[src/rtl/repeat_time_down.sv]
// ---------------------------------------------------------------------------
// repeat_time_down
//   Programmable down-counting timer. A start pulse latches cfg_max_i and the
//   mode, loads the counter with cfg_max_i and counts down to zero. The edge
//   that sees zero while running produces a registered one-cycle timeout
//   pulse and bumps the completed-period counter. In repeat mode the counter
//   reloads from the latched value and keeps running. In one-shot mode it
//   parks in DONE with the counter at zero.
//
// Handshake / control semantics (all sampled on the rising edge of clk_i):
//   rst_i > en_i==0 > start_i > pause_i > normal counting. start_i is a level
//   sampled every edge, so a one-cycle pulse gives one (re)start. No
//   valid/ready pairs are used. Outputs are all registered.
//
// Ports
//   clk_i       system clock, rising edge
//   rst_i       synchronous reset, active-high
//   en_i        enable; 0 forces IDLE, clears cnt/periods, ignores start
//   start_i     latch cfg_max_i/mode_i and (re)start the countdown
//   pause_i     hold cnt, periods and state while running
//   mode_i      0 = one-shot, 1 = repeat (sampled only with start_i)
//   cfg_max_i   reload value; one period is cfg_max_i+1 cycles
//   cnt_o       current count
//   timeout_o   one-cycle pulse when a countdown completes
//   busy_o      1 while running (including paused)
//   done_o      1 while parked after a one-shot countdown
//   periods_o   completed countdowns since the last start (wraps)
//   state_o     debug view of the FSM state (0 IDLE, 1 RUN, 2 DONE)
// ---------------------------------------------------------------------------
module repeat_time_down #(
  parameter int WIDTH  = 32,
  parameter int PWIDTH = 16
) (
  input  logic              clk_i,
  input  logic              rst_i,
  input  logic              en_i,
  input  logic              start_i,
  input  logic              pause_i,
  input  logic              mode_i,
  input  logic [WIDTH-1:0]  cfg_max_i,
  output logic [WIDTH-1:0]  cnt_o,
  output logic              timeout_o,
  output logic              busy_o,
  output logic              done_o,
  output logic [PWIDTH-1:0] periods_o,
  output logic [1:0]        state_o
);

  typedef enum logic [1:0] {
    S_IDLE = 2'd0,
    S_RUN  = 2'd1,
    S_DONE = 2'd2
  } state_e;

  state_e              state_q,   state_d;
  logic [WIDTH-1:0]    cnt_q,     cnt_d;
  logic                timeout_q, timeout_d;
  logic [PWIDTH-1:0]   periods_q, periods_d;
  logic [WIDTH-1:0]    cfg_lat_q, cfg_lat_d;
  logic                mode_lat_q, mode_lat_d;
  logic                busy_q,    busy_d;
  logic                done_q,    done_d;

  // -------------------------------------------------------------------------
  // Next-state / datapath
  // -------------------------------------------------------------------------
  always_comb begin
    state_d    = state_q;
    cnt_d      = cnt_q;
    timeout_d  = 1'b0;          // pulse: only asserted on a completing edge
    periods_d  = periods_q;
    cfg_lat_d  = cfg_lat_q;
    mode_lat_d = mode_lat_q;

    if (!en_i) begin
      // Disable wins over start; the latched config is kept but unused
      // until the next start reloads it.
      state_d   = S_IDLE;
      cnt_d     = '0;
      periods_d = '0;
    end else if (start_i) begin
      // Same restart from any state; a restart never emits a timeout even
      // if the running count happened to be zero.
      state_d    = S_RUN;
      cnt_d      = cfg_max_i;
      cfg_lat_d  = cfg_max_i;
      mode_lat_d = mode_i;
      periods_d  = '0;
    end else begin
      unique case (state_q)
        S_RUN: begin
          if (!pause_i) begin
            if (cnt_q != '0) begin
              cnt_d = cnt_q - WIDTH'(1);
            end else begin
              timeout_d = 1'b1;
              periods_d = periods_q + PWIDTH'(1);
              if (mode_lat_q) begin
                // Reload so the next timeout lands cfg_lat+1 edges later.
                cnt_d = cfg_lat_q;
              end else begin
                cnt_d   = '0;
                state_d = S_DONE;
              end
            end
          end
        end
        S_DONE: begin
          cnt_d = '0;
        end
        S_IDLE: begin
          cnt_d = cnt_q;
        end
        default: begin
          // Unreachable encoding: recover to a clean idle.
          state_d   = S_IDLE;
          cnt_d     = '0;
          periods_d = '0;
        end
      endcase
    end

    // Status flags are decoded from the next state so they register in
    // step with the state they describe.
    busy_d = (state_d == S_RUN);
    done_d = (state_d == S_DONE);
  end

  // -------------------------------------------------------------------------
  // State registers
  // -------------------------------------------------------------------------
  always_ff @(posedge clk_i) begin
    if (rst_i) begin
      state_q    <= S_IDLE;
      cnt_q      <= '0;
      timeout_q  <= 1'b0;
      periods_q  <= '0;
      cfg_lat_q  <= '0;
      mode_lat_q <= 1'b0;
      busy_q     <= 1'b0;
      done_q     <= 1'b0;
    end else begin
      state_q    <= state_d;
      cnt_q      <= cnt_d;
      timeout_q  <= timeout_d;
      periods_q  <= periods_d;
      cfg_lat_q  <= cfg_lat_d;
      mode_lat_q <= mode_lat_d;
      busy_q     <= busy_d;
      done_q     <= done_d;
    end
  end

  assign cnt_o     = cnt_q;
  assign timeout_o = timeout_q;
  assign busy_o    = busy_q;
  assign done_o    = done_q;
  assign periods_o = periods_q;
  assign state_o   = state_q;

endmodule

[config.mk]
export PLATFORM = sky130hd
export DESIGN_NAME = repeat_time_down
export DESIGN_NICKNAME = d
export VERILOG_FILES = /design/src/rtl/repeat_time_down.sv
export SDC_FILE = /design/constraint.sdc
export NUM_CORES = 1
export LEC_CHECK = 0
export ABC_AREA = 1
export CORE_MARGIN = 2
export CORE_UTILIZATION = 37
export CTS_CLUSTER_SIZE = 30
export DETAILED_ROUTE_END_ITERATION = 6
export GPL_ROUTABILITY_DRIVEN = 0
export HOLD_SLACK_MARGIN = 0.03
export SYNTH_ARGS = -nofsm -noshare
export SYNTH_HDL_FRONTEND = slang
export SYNTH_SLANG_ARGS = --single-unit
[constraint.sdc]
create_clock -name clk_i -period 2.15 [get_ports clk_i]
set_input_delay 0.3225 -clock clk_i [delete_from_list [all_inputs] [get_ports clk_i]]
set_output_delay 0.3225 -clock clk_i [all_outputs]
set_load 0.005 [all_outputs]
After elaboration in Yosys (flattened, before gate mapping)
Cells that the tools add are included.
{ "word_totals": {"register_bits": 86, "in_bits": 38, "output_inout_bits": 53, "elab_cells": 45} }
{ "op_classes": {"add_sub_neg": 2, "n_eq_ne": 8, "mux": 15, "bitwise": 3, "reduce_logical": 9} }
{ "ops": {"columns": ["operator", "count"], "rows": [
  ["2-to-1 mux 32 bit", 4],
  ["one-hot mux 32 bit (2 select lines)", 1],
  ["2-to-1 mux 16 bit", 2],
  ["one-hot mux 16 bit (2 select lines)", 1],
  ["nonzero test 32 bit", 1],
  ["subtractor 32 x 1 -> 32 bit (second input constant)", 1],
  ["adder 16 x 1 -> 16 bit (second input constant)", 1],
  ["2-to-1 mux 2 bit", 5],
  ["inequality test 2 bit (second input constant)", 3],
  ["OR reduction 5 bit", 1],
  ["== test 2 x 1 -> 1 bit (second input constant)", 2],
  ["== test 2 bit (second input constant)", 2],
  ["one-hot mux 2 bit (2 select lines)", 1],
  ["AND reduction 2 bit", 2],
  ["OR reduction 2 bit", 2],
  ["inequality test 3 bit (second input constant)", 1],
  ["NOT 1 bit", 3],
  ["AND reduction 3 bit", 1],
  ["OR reduction 3 bit", 1],
  ["logical NOT 2 bit", 1],
  ["2-to-1 mux 1 bit", 1]
]} }

Logic depth before layout (Yosys ltp)
Gate-level depths: netlist of run 1.
{ "logic_depth": {"depth_word": 7, "ltp_mapped": 11, "depth_no_buf": 11} }

Worst setup path before layout of run 1
OpenSTA, ideal clock, no wires.
{ "synth_timing": {"kind": "register -> register", "from": "register cnt_q[0] (netlist: cnt_o[0])", "to": "register cnt_q[15] (netlist: cnt_o[15])", "setup_ns": 0.119, "arrival_time_ns": 1.608, "required_time_ns": 2.031, "path_slack_ns": 0.423, "stages_incl_launch_ff": 11, "path_buffers": 1, "synth_period_minus_slack_ns": 1.727, "path_cell_list": "dfxtp_1 > inv_1 > ha_1 > nand2_2 > nor2_4 > nand3_1 > nor2_4 > buf_2 > o21ai_0 > nand3_1 > a21oi_1"} }
{ "synth_between": {"elab_chain_len": 5, "word_cells_on_any_way": 6, "cone_classes": "add/sub: 1; mux: 4; reduce/logical: 1"} }
{ "synth_lines": {"columns": ["element", "line", "source"], "rows": [
  ["start, declared", "56", "logic [WIDTH-1:0] cnt_q, cnt_d;"],
  ["start signal, assigned", "144", "cnt_q <= cnt_d;"],
  ["subtractor 32 x 1 -> 32 bit or nonzero test 32 bit (tied branches)", "94, 93", null],
  ["2-to-1 mux 32 bit (*)", "93", "if (cnt_q != '0) begin"],
  ["2-to-1 mux 32 bit (*)", "92", "if (!pause_i) begin"],
  ["one-hot mux 32 bit (2 select lines) (*)", "90", "unique case (state_q)"],
  ["2-to-1 mux 32 bit (*)", "81", "end else if (start_i) begin"]
]} }
Every way passes the cells marked *; elsewhere a longest branch is shown, timed or not. The select of a mux whose other input is x is not followed.
A chain may end at the register's enable or synchronous reset.

Worst setup path in the final report of run 1
{ "layout_timing": {"from": "register cnt_q[0] (netlist: cnt_o[0])", "to": "register periods_q[0] (netlist: periods_o[0])"} }
{ "layout_between": {"elab_chain_len": 3} }
{ "layout_lines": {"columns": ["element", "line", "source"], "rows": [
  ["nonzero test 32 bit", "93", null],
  ["inequality test 2 bit (no source line)", null, null],
  ["AND reduction 3 bit (no source line)", null, null],
  ["end signal, assigned", "146", "periods_q <= periods_d;"],
  ["end, declared", "58", "logic [PWIDTH-1:0] periods_q, periods_d;"]
]} }
No other way between the ends.

==> results of run 1 <==
==> worst max-delay path by stage <==
| stage | slack, ps | depth (start not counted) | to |
|---|---|---|---|
| finish | 210 | 11 | periods_o[0]$_SDFFE_PP0P_ |
| global route | 40 | 11 | periods_o[2]$_SDFFE_PP0P_ |
| CTS | 90 | 11 | periods_o[0]$_SDFFE_PP0P_ |
| detailed placement | 100 | 7 | cnt_o[12]$_SDFFE_PP0P_ |
| global placement | 140 | 7 | cfg_lat_q[30]$_SDFFE_PP0P_ |
| floorplan | 420 | 10 | cnt_o[15]$_SDFFE_PP0P_ |
==> registers in the layout, indices dropped and copies added (netlist names) <==
| register | count |
|---|---|
| cnt_o | 32 |
| cfg_lat_q | 32 |
| timeout_o | 1 |
| periods_o | 16 |
| mode_lat_q | 1 |
| busy_o | 1 |
| done_o | 1 |
| state_o | 2 |
==> kinds of logic (layout without fill, tap and decap cells) <==
kind of cell               Yosys count  after routing  synth area share (%)
AOI/OAI and AO/OA                  177            177                  18.7
xor gates and xnor gates            18             18                  3.13
adders and majority gates            2              2                 0.497
buffers and inverters              114            209                  8.78
DFF                                 86             86                  34.2
and+or+nand+nor                    407            407                  34.7
==> tightest hold or removal path, cell delays in order (launching register included) <==
cell                       delay [ps]
sky130_fd_sc_hd__dfxtp_1          300
sky130_fd_sc_hd__inv_1             60
sky130_fd_sc_hd__a211oi_1          60
==> layout by cell type (no fill, tap or decap), drive strengths merged <==
cell type and n:
buf 27, and2 1, clkinv 2, clkdlybuf4s50 90, nand4 14, clkbuf 13
dfxtp 86, nand3b 2, nor2 127, a211oi 18, nand2 185, nor3 5
clkinvlp 1, nand3 73, inv 76, o211ai 1, o21ai 56, ha 2
o21bai 2, xor2 13, a21oi 100, xnor2 5
==> layout make-up <==
cell class	count	area, um^2	share of cell area (%)
clock buffer	13	270	4.13
timing repair buffer	117	1140	17.5
inverter	76	285	4.36
clock inverter	3	17.5	0.268
multi-input combinational	604	2880	44.1
sequential	86	1720	26.3
tap	176	220	3.37
==> metal layers <==
metal | vias up | GRT usage (%) | wire length (um)
li1 | 2813 | - | -
met1 | 2594 | 33.2 | 7900
met2 | 202 | 34.6 | 7330
met3 | 25 | 3.92 | 1080
met4 | 0 | 8.79 | 354
met5 | - | 0 | 0
==> where the power goes <==
group | internal, mW | switching [mW]
sequential | 1.66 | 0.0535
combinational | 0.366 | 0.590
clock | 0.875 | 0.660
==> results.txt, run 1 <==
The flow ran to the end, and the final reports show no timing, DRC or antenna violations. Data arrives at the worst endpoint at around 2200 ps. The worst setup path is captured at a register. The number of storage elements in the synthesis netlist came out at 86. The capturing point of the worst reg2reg path is periods_o[0]$_SDFFE_PP0P_. The cell depth of the worst hold path came out at 2. The instance area at placement came out at approximately 0.0062 mm^2. The count of buffers added on input and output ports is 90.

The total placed cells including tap cells came out at ~1.1k. Counting instances in the post-synthesis netlist gives the leading cell types as 181 x sky130_fd_sc_hd__nand2_1, 121 x sky130_fd_sc_hd__nor2_1, 100 x sky130_fd_sc_hd__a21oi_1. The critical path is of the register to register type.

STA classifies the critical path startpoint as a register. In the finished design, the share of the clock period the worst path needs comes to between 90% and 100%. CTS placed an instance of sky130_fd_sc_hd__clkbuf_16 at the clock tree root. The area enclosed by the die boundary came out at 0.0145 mm^2. The dominant register cell in the synthesized netlist is sky130_fd_sc_hd__dfxtp_1. The floorplan has 42 rows.

STA puts the critical path data required time at 2400 ps. Headroom to the max-slew limit came out at 62.1%. The total count of hold-check failures in the final report is 0. Wires add up to between 15,000 and 20,000 um.

The ratio of cells with drive above 1 in the final layout is ~6.1%. The starting density of the core is between 30% and 40%. The final layout net count is a little over 900.

The register-to-register setup slack came out at 210 ps. Adding up every negative setup slack in the final design gives 0 ps. The signal on the critical path passes through inv_1 > ha_2 > nand2_2 > nor2_4 > nand2_4 > nor2_8 > nand3_4 > nand2_8 > inv_1 > nor2_1 > nor2_1.

Counting the fill cells in the layout gives ~1.4k. TritonCTS built the clock tree. Hold is met by 463 ps.

The floorplan step defined a core boundary enclosing 0.0132 mm^2. The biggest area contributor in the post-synthesis netlist is sky130_fd_sc_hd__dfxtp_1. Derived from the worst setup path, the maximum achievable clock frequency is 515 MHz. The placement-stage worst setup slack came out at 96.3 ps. The most critical setup path has its startpoint at cnt_o[0]$_SDFFE_PP0P_. The number of inserted diodes came out at 0. Together, buffers and inverters on the worst path number 2. The layout overhead on the synthesized area came out at 29.9%. The number of enable-type register cells in the synthesized netlist came out at 0. The worst register-to-register path begins at cnt_o[0]$_SDFFE_PP0P_. The number of cells on the worst reg-to-reg path is 11. After clock tree synthesis, the setup repair step added 0 buffers.

For this design, the slowest cell found on the critical path is sky130_fd_sc_hd__dfxtp_1. The final total power is between 4 and 5 mW. The die extent in x came out at approximately 120 um.

The count of pins over their slew limit came out at 0. The final route contains roughly 5.6k vias. The overall routing resource usage is around 23%. The tool flagged a number of max-cap violations equal to 0. The latest clock arrival within the worst-skew pair came out at 350 ps. Before antenna repair, the detailed router went through 5 iterations.

The number of H-tree levels came out at 3. The average wire per cell in the routed design came out at 15.5 um. The path with the worst hold slack has its endpoint at cfg_lat_q[7]$_SDFFE_PP0P_. The hold buffer count at cts came out at 0.

Summed over its instances, the top area cell type makes up 34.2% of the synthesized netlist area. The number of standard cells after synthesis is ~800. The kind of cell with the highest combined delay along the critical path is simple AND/OR/NAND/NOR gates.

The dominant cell by count in the synthesized netlist is sky130_fd_sc_hd__nand2_1. The smallest clock period supported by the final layout is computed as just under 2000 ps. The number of clock buffers added by TritonCTS is 9. The final core utilization is about half. The average instance area after synthesis is 6.26 um^2. The final worst slack came out at between 200 and 250 ps. The clock slew at the register clock pins of the worst setup and hold paths came out at around 60 ps. Summed over all nets, the half-perimeter wirelength after detailed placement is between 10,000 and 15,000 um. With fillers left out, the area of the finished cells amounts to between 0.006 and 0.007 mm^2. The warning count from the yosys run is 0. The origin of the worst min-delay path is cfg_lat_q[7]$_SDFFE_PP0P_. Setup repair after global routing left no endpoint under its margin. The total power divided by cell area came out at 643 mW/mm^2. In the routed design, unresolved DRC markers number 0. The number of distinct library cell variants in the gate-level netlist after synthesis is 29. The initial DRC count came out at approximately 620. In this design, the stage delay of the slowest critical-path cell is between 300 and 400 ps. The total clock sinks came out at 86. From bottom edge to top edge, the die measures about 120 um.

The maximum clock path buffer count came out at 2. Pin placement for this block handled 91 I/O pins. On the final layout, the worst clock skew is roughly 6.3 ps. The first-pass GRT wire length came out at about 27,000 um.

The slew at the pin closest to its max-slew limit came out at between 500 and 600 ps. Summing every instance area after synthesis gives ~0.0050 mm^2. The proportion of synthesized chip area in sequential cells came out at between 30% and 40%. By area the synthesized netlist is led by sky130_fd_sc_hd__dfxtp_1 34%, sky130_fd_sc_hd__nand2_1 14%, sky130_fd_sc_hd__a21oi_1 9.9%, sky130_fd_sc_hd__nor2_1 9.0%, sky130_fd_sc_hd__nand3_1 7.2%. The initial antenna violation count came to 0. The number of global-route vias before repair came out at around 5k. The post-synthesis net count came out at between 800 and 900. The number of gates resized after CTS was 0. The maximum vdd drop is around 0.37 mV. Entering global routing, the biggest net connects 48 pins. For this design the static power due to leakage is 2.51 nW. The min-delay analysis places its worst path in the category register to register.

The total overflow reported by the global router is 0. The worst-path maximum fanout came out at 18. The fraction of registers with async set or reset after synthesis is 0%. The number of endpoints failing setup at the final stage is 0. Dividing the detail-routed via count by the number of cells gives between 5 and 6.

The number of nets with antenna violations after routing came out at 0. The filler-free cell count of the finished design is 1,075.
Power figures use the tool's default switching activity.
==> run 2: changes to the inputs <==
--- a/config.mk
+++ b/config.mk
@@ -8,10 +8,12 @@
 export ABC_AREA = 1
 export CORE_MARGIN = 2
 export CORE_UTILIZATION = 37
+export CTS_BUF_LIST = sky130_fd_sc_hd__clkbuf_4
 export CTS_CLUSTER_SIZE = 30
 export DETAILED_ROUTE_END_ITERATION = 6
 export GPL_ROUTABILITY_DRIVEN = 0
 export HOLD_SLACK_MARGIN = 0.03
+export SLEW_MARGIN = 15
 export SYNTH_ARGS = -nofsm -noshare
 export SYNTH_HDL_FRONTEND = slang
 export SYNTH_SLANG_ARGS = --single-unit
==> run 2 against run 1 <==
Compared with the run above:
- sequential power barely moved
- non-clock buffer count stayed put
- clock skew up 6.1 ps
- critical path type unchanged
- first-iteration DRC count shrank 11%
- sequential share of layout area increased by 0.75 points
==> results.txt, run 2 (synthesis results as in run 1) <==
The maximum vdd drop came out at 0.299 mV. Setup violations remaining at the end of the flow were counted as 0. In this run the worst path has a maximum fanout of 18.

The I/O pin count came out at between 90 and 100. The TritonCTS clock tree is yes. Setup repair after global routing left no endpoint under its margin.

The required time at the endpoint of the critical path came out at 2550 ps. The clock passes through at most 2 buffers. The number of H-tree levels is 3.

The count of input and output buffers came out at 90. The total power divided by cell area is 548 mW/mm^2. The run finished with clean final reports.

The initial DRC count is roughly 550. The finished layout holds about 1.1k standard cells, fillers aside. The worst path arrival time is about 2400 ps. After detailed routing, the total wire length is between 15,000 and 20,000 um. The number of maximum-capacitance constraint violations came out at 0. STA classifies the critical path endpoint as a register. For this run, the top clock speed supported by timing is 511 MHz. The final core utilization came out at between 40% and 50%.

The number of nets with antenna violations after routing came out at 0. The layout overhead on the synthesized area is 26.3%. The per-cell via count in the routed design is 5.21. The half-perimeter wire length after detailed placement came out at between 10,000 and 15,000 um. The first-pass detailed-route iteration total came out at 5. The overall routing resource usage is a little under a quarter. Once the clock tree was built, the setup fixing pass inserted 0 buffers. The library cells used most frequently in the layout, excluding fill and tap cells, are 180 x sky130_fd_sc_hd__nand2_1, 121 x sky130_fd_sc_hd__nor2_1, 100 x sky130_fd_sc_hd__a21oi_1. The die covers ~0.015 mm^2. In the final design database the tool counted between 900 and 1k nets. The setup path with the least slack is of type register to register. The die is 121 um tall.

The path class of the lowest-slack min-delay path is input pin to register. The number of clock buffers inserted by TritonCTS is 9. Entering global routing, the biggest net connects 48 pins. The placement-stage worst setup slack came out at 96.3 ps. The headroom to the max-slew limit is 61.8%.

The total clock sinks came out at 86. The hold buffer count at cts is 0. The accumulated negative setup slack came out at 0 ps. The total overflow reported by the global router is 0. The detailed-route DRC error count is 0.

The total placed cells including tap cells is approximately 1.1k. In this run, post-CTS repair resized a total of 0 instances. The clock slew at the register clock pins of the worst setup and hold paths came out at 140 ps.

The fill cell instance count of the final layout came out at roughly 1.4k. The routed layout has between 5k and 6k vias. The total count of hold-check failures in the final report is 0.

The starting density of the core came out at approximately 38%. After floorplanning, the core was sized to cover about 0.013 mm^2. The number of standard-cell rows in the floorplan is 42. The initial antenna violation count is 1. The sort of element at the start of the critical path is a register. The library cell used most frequently in the layout, excluding fill and tap cells, is sky130_fd_sc_hd__nand2_1.

The root buffer cell chosen for the clock tree is sky130_fd_sc_hd__clkbuf_4. The first-pass GRT wire length came out at between 20,000 and 30,000 um. Summed over all cells, the static leakage comes to between 2 and 2.5 nW.

The post-route fraction of the period consumed by the critical path came out at about 91%. For the pin with the worst max-slew slack, the measured transition is between 500 and 600 ps. The die extent in x is 121 um. The post-route minimum period is a little under 2000 ps.

The final worst slack came out at 192 ps. For the worst-skew pair, the clock arrives at the later sink with an insertion delay of 480 ps. Of the cells placed in the final design, the portion with a size suffix greater than 1 is roughly 6%. The number of global-route vias before repair came out at 5,044. In the final routed layout, each cell accounts on average for roughly 15 um. The clock arrives with approximately 12 ps of skew.

The count of pins over their slew limit came out at 0.
==> run 2: cell count changes in the layout (fill, tap and decap cells not counted), sizes merged <==
| cell | previous run | this run |
|---|---|---|
| diode | 0 | 1 |
| clkinv | 2 | 5 |
| clkbuf | 13 | 10 |
==> run 2: final timing paths <==
path | start | to | slack, ps | cells after the start
max | cnt_o[0]$_SDFFE_PP0P_ | periods_o[0]$_SDFFE_PP0P_ | 190 | 11
max reg2reg | cnt_o[0]$_SDFFE_PP0P_ | periods_o[0]$_SDFFE_PP0P_ | 190 | 11
min | cfg_max_i[28] | cfg_lat_q[28]$_SDFFE_PP0P_ | 440 | 3
min reg2reg | cfg_lat_q[4]$_SDFFE_PP0P_ | cfg_lat_q[4]$_SDFFE_PP0P_ | 470 | 2
==> run 2: cell type report <==
class / count / area, um^2 / area share (%)
diodes: 1 / 2.50 / 0.0394
inverters: 76 / 285 / 4.49
repair buffers: 117 / 1140 / 18.0
clock buffers: 10 / 75.1 / 1.18
multi-input cells: 604 / 2880 / 45.3
flip-flops and latches: 86 / 1720 / 27.1
well taps: 176 / 220 / 3.46
clock inverters: 6 / 28.8 / 0.453
==> run 2: metal layers <==
| layer | routed length (um) | global-route usage (%) |
|---|---|---|
| met1 | 7920 | 32.9 |
| met2 | 7200 | 34.3 |
| met3 | 1040 | 4.20 |
| met4 | 391 | 9.45 |
| met5 | 0 | 0 |
==> run 2: metrics by stage <==
stage | total power, mW | hold WS (ps) | area [um^2]
after floorplan | 2.31 | 434 | 5030
final | 3.48 | 441 | 6360
after CTS | 3.50 | 419 | 6340
after detailed placement | 2.68 | 454 | 6240
after global placement | 2.68 | 452 | 6240
after global routing | 3.69 | 421 | 6360
==> run 2: power by group <==
| group | total [mW] | internal (mW) | switching (mW) |
|---|---|---|---|
| clock network | 0.816 | 0.235 | 0.581 |
| logic | 0.955 | 0.365 | 0.590 |
| registers | 1.71 | 1.66 | 0.0534 |
==> run 2: worst max-delay path, cell delays in order (launching register included) <==
cell and delay [ps]:
sky130_fd_sc_hd__dfxtp_1 360, sky130_fd_sc_hd__inv_1 80, sky130_fd_sc_hd__ha_2 250, sky130_fd_sc_hd__nand2_2 100, sky130_fd_sc_hd__nor2_4 180, sky130_fd_sc_hd__nand2_4 100
sky130_fd_sc_hd__nor2_8 170, sky130_fd_sc_hd__nand3_4 220, sky130_fd_sc_hd__nand2_8 200, sky130_fd_sc_hd__inv_1 70, sky130_fd_sc_hd__nor2_1 100, sky130_fd_sc_hd__nor2_1 50
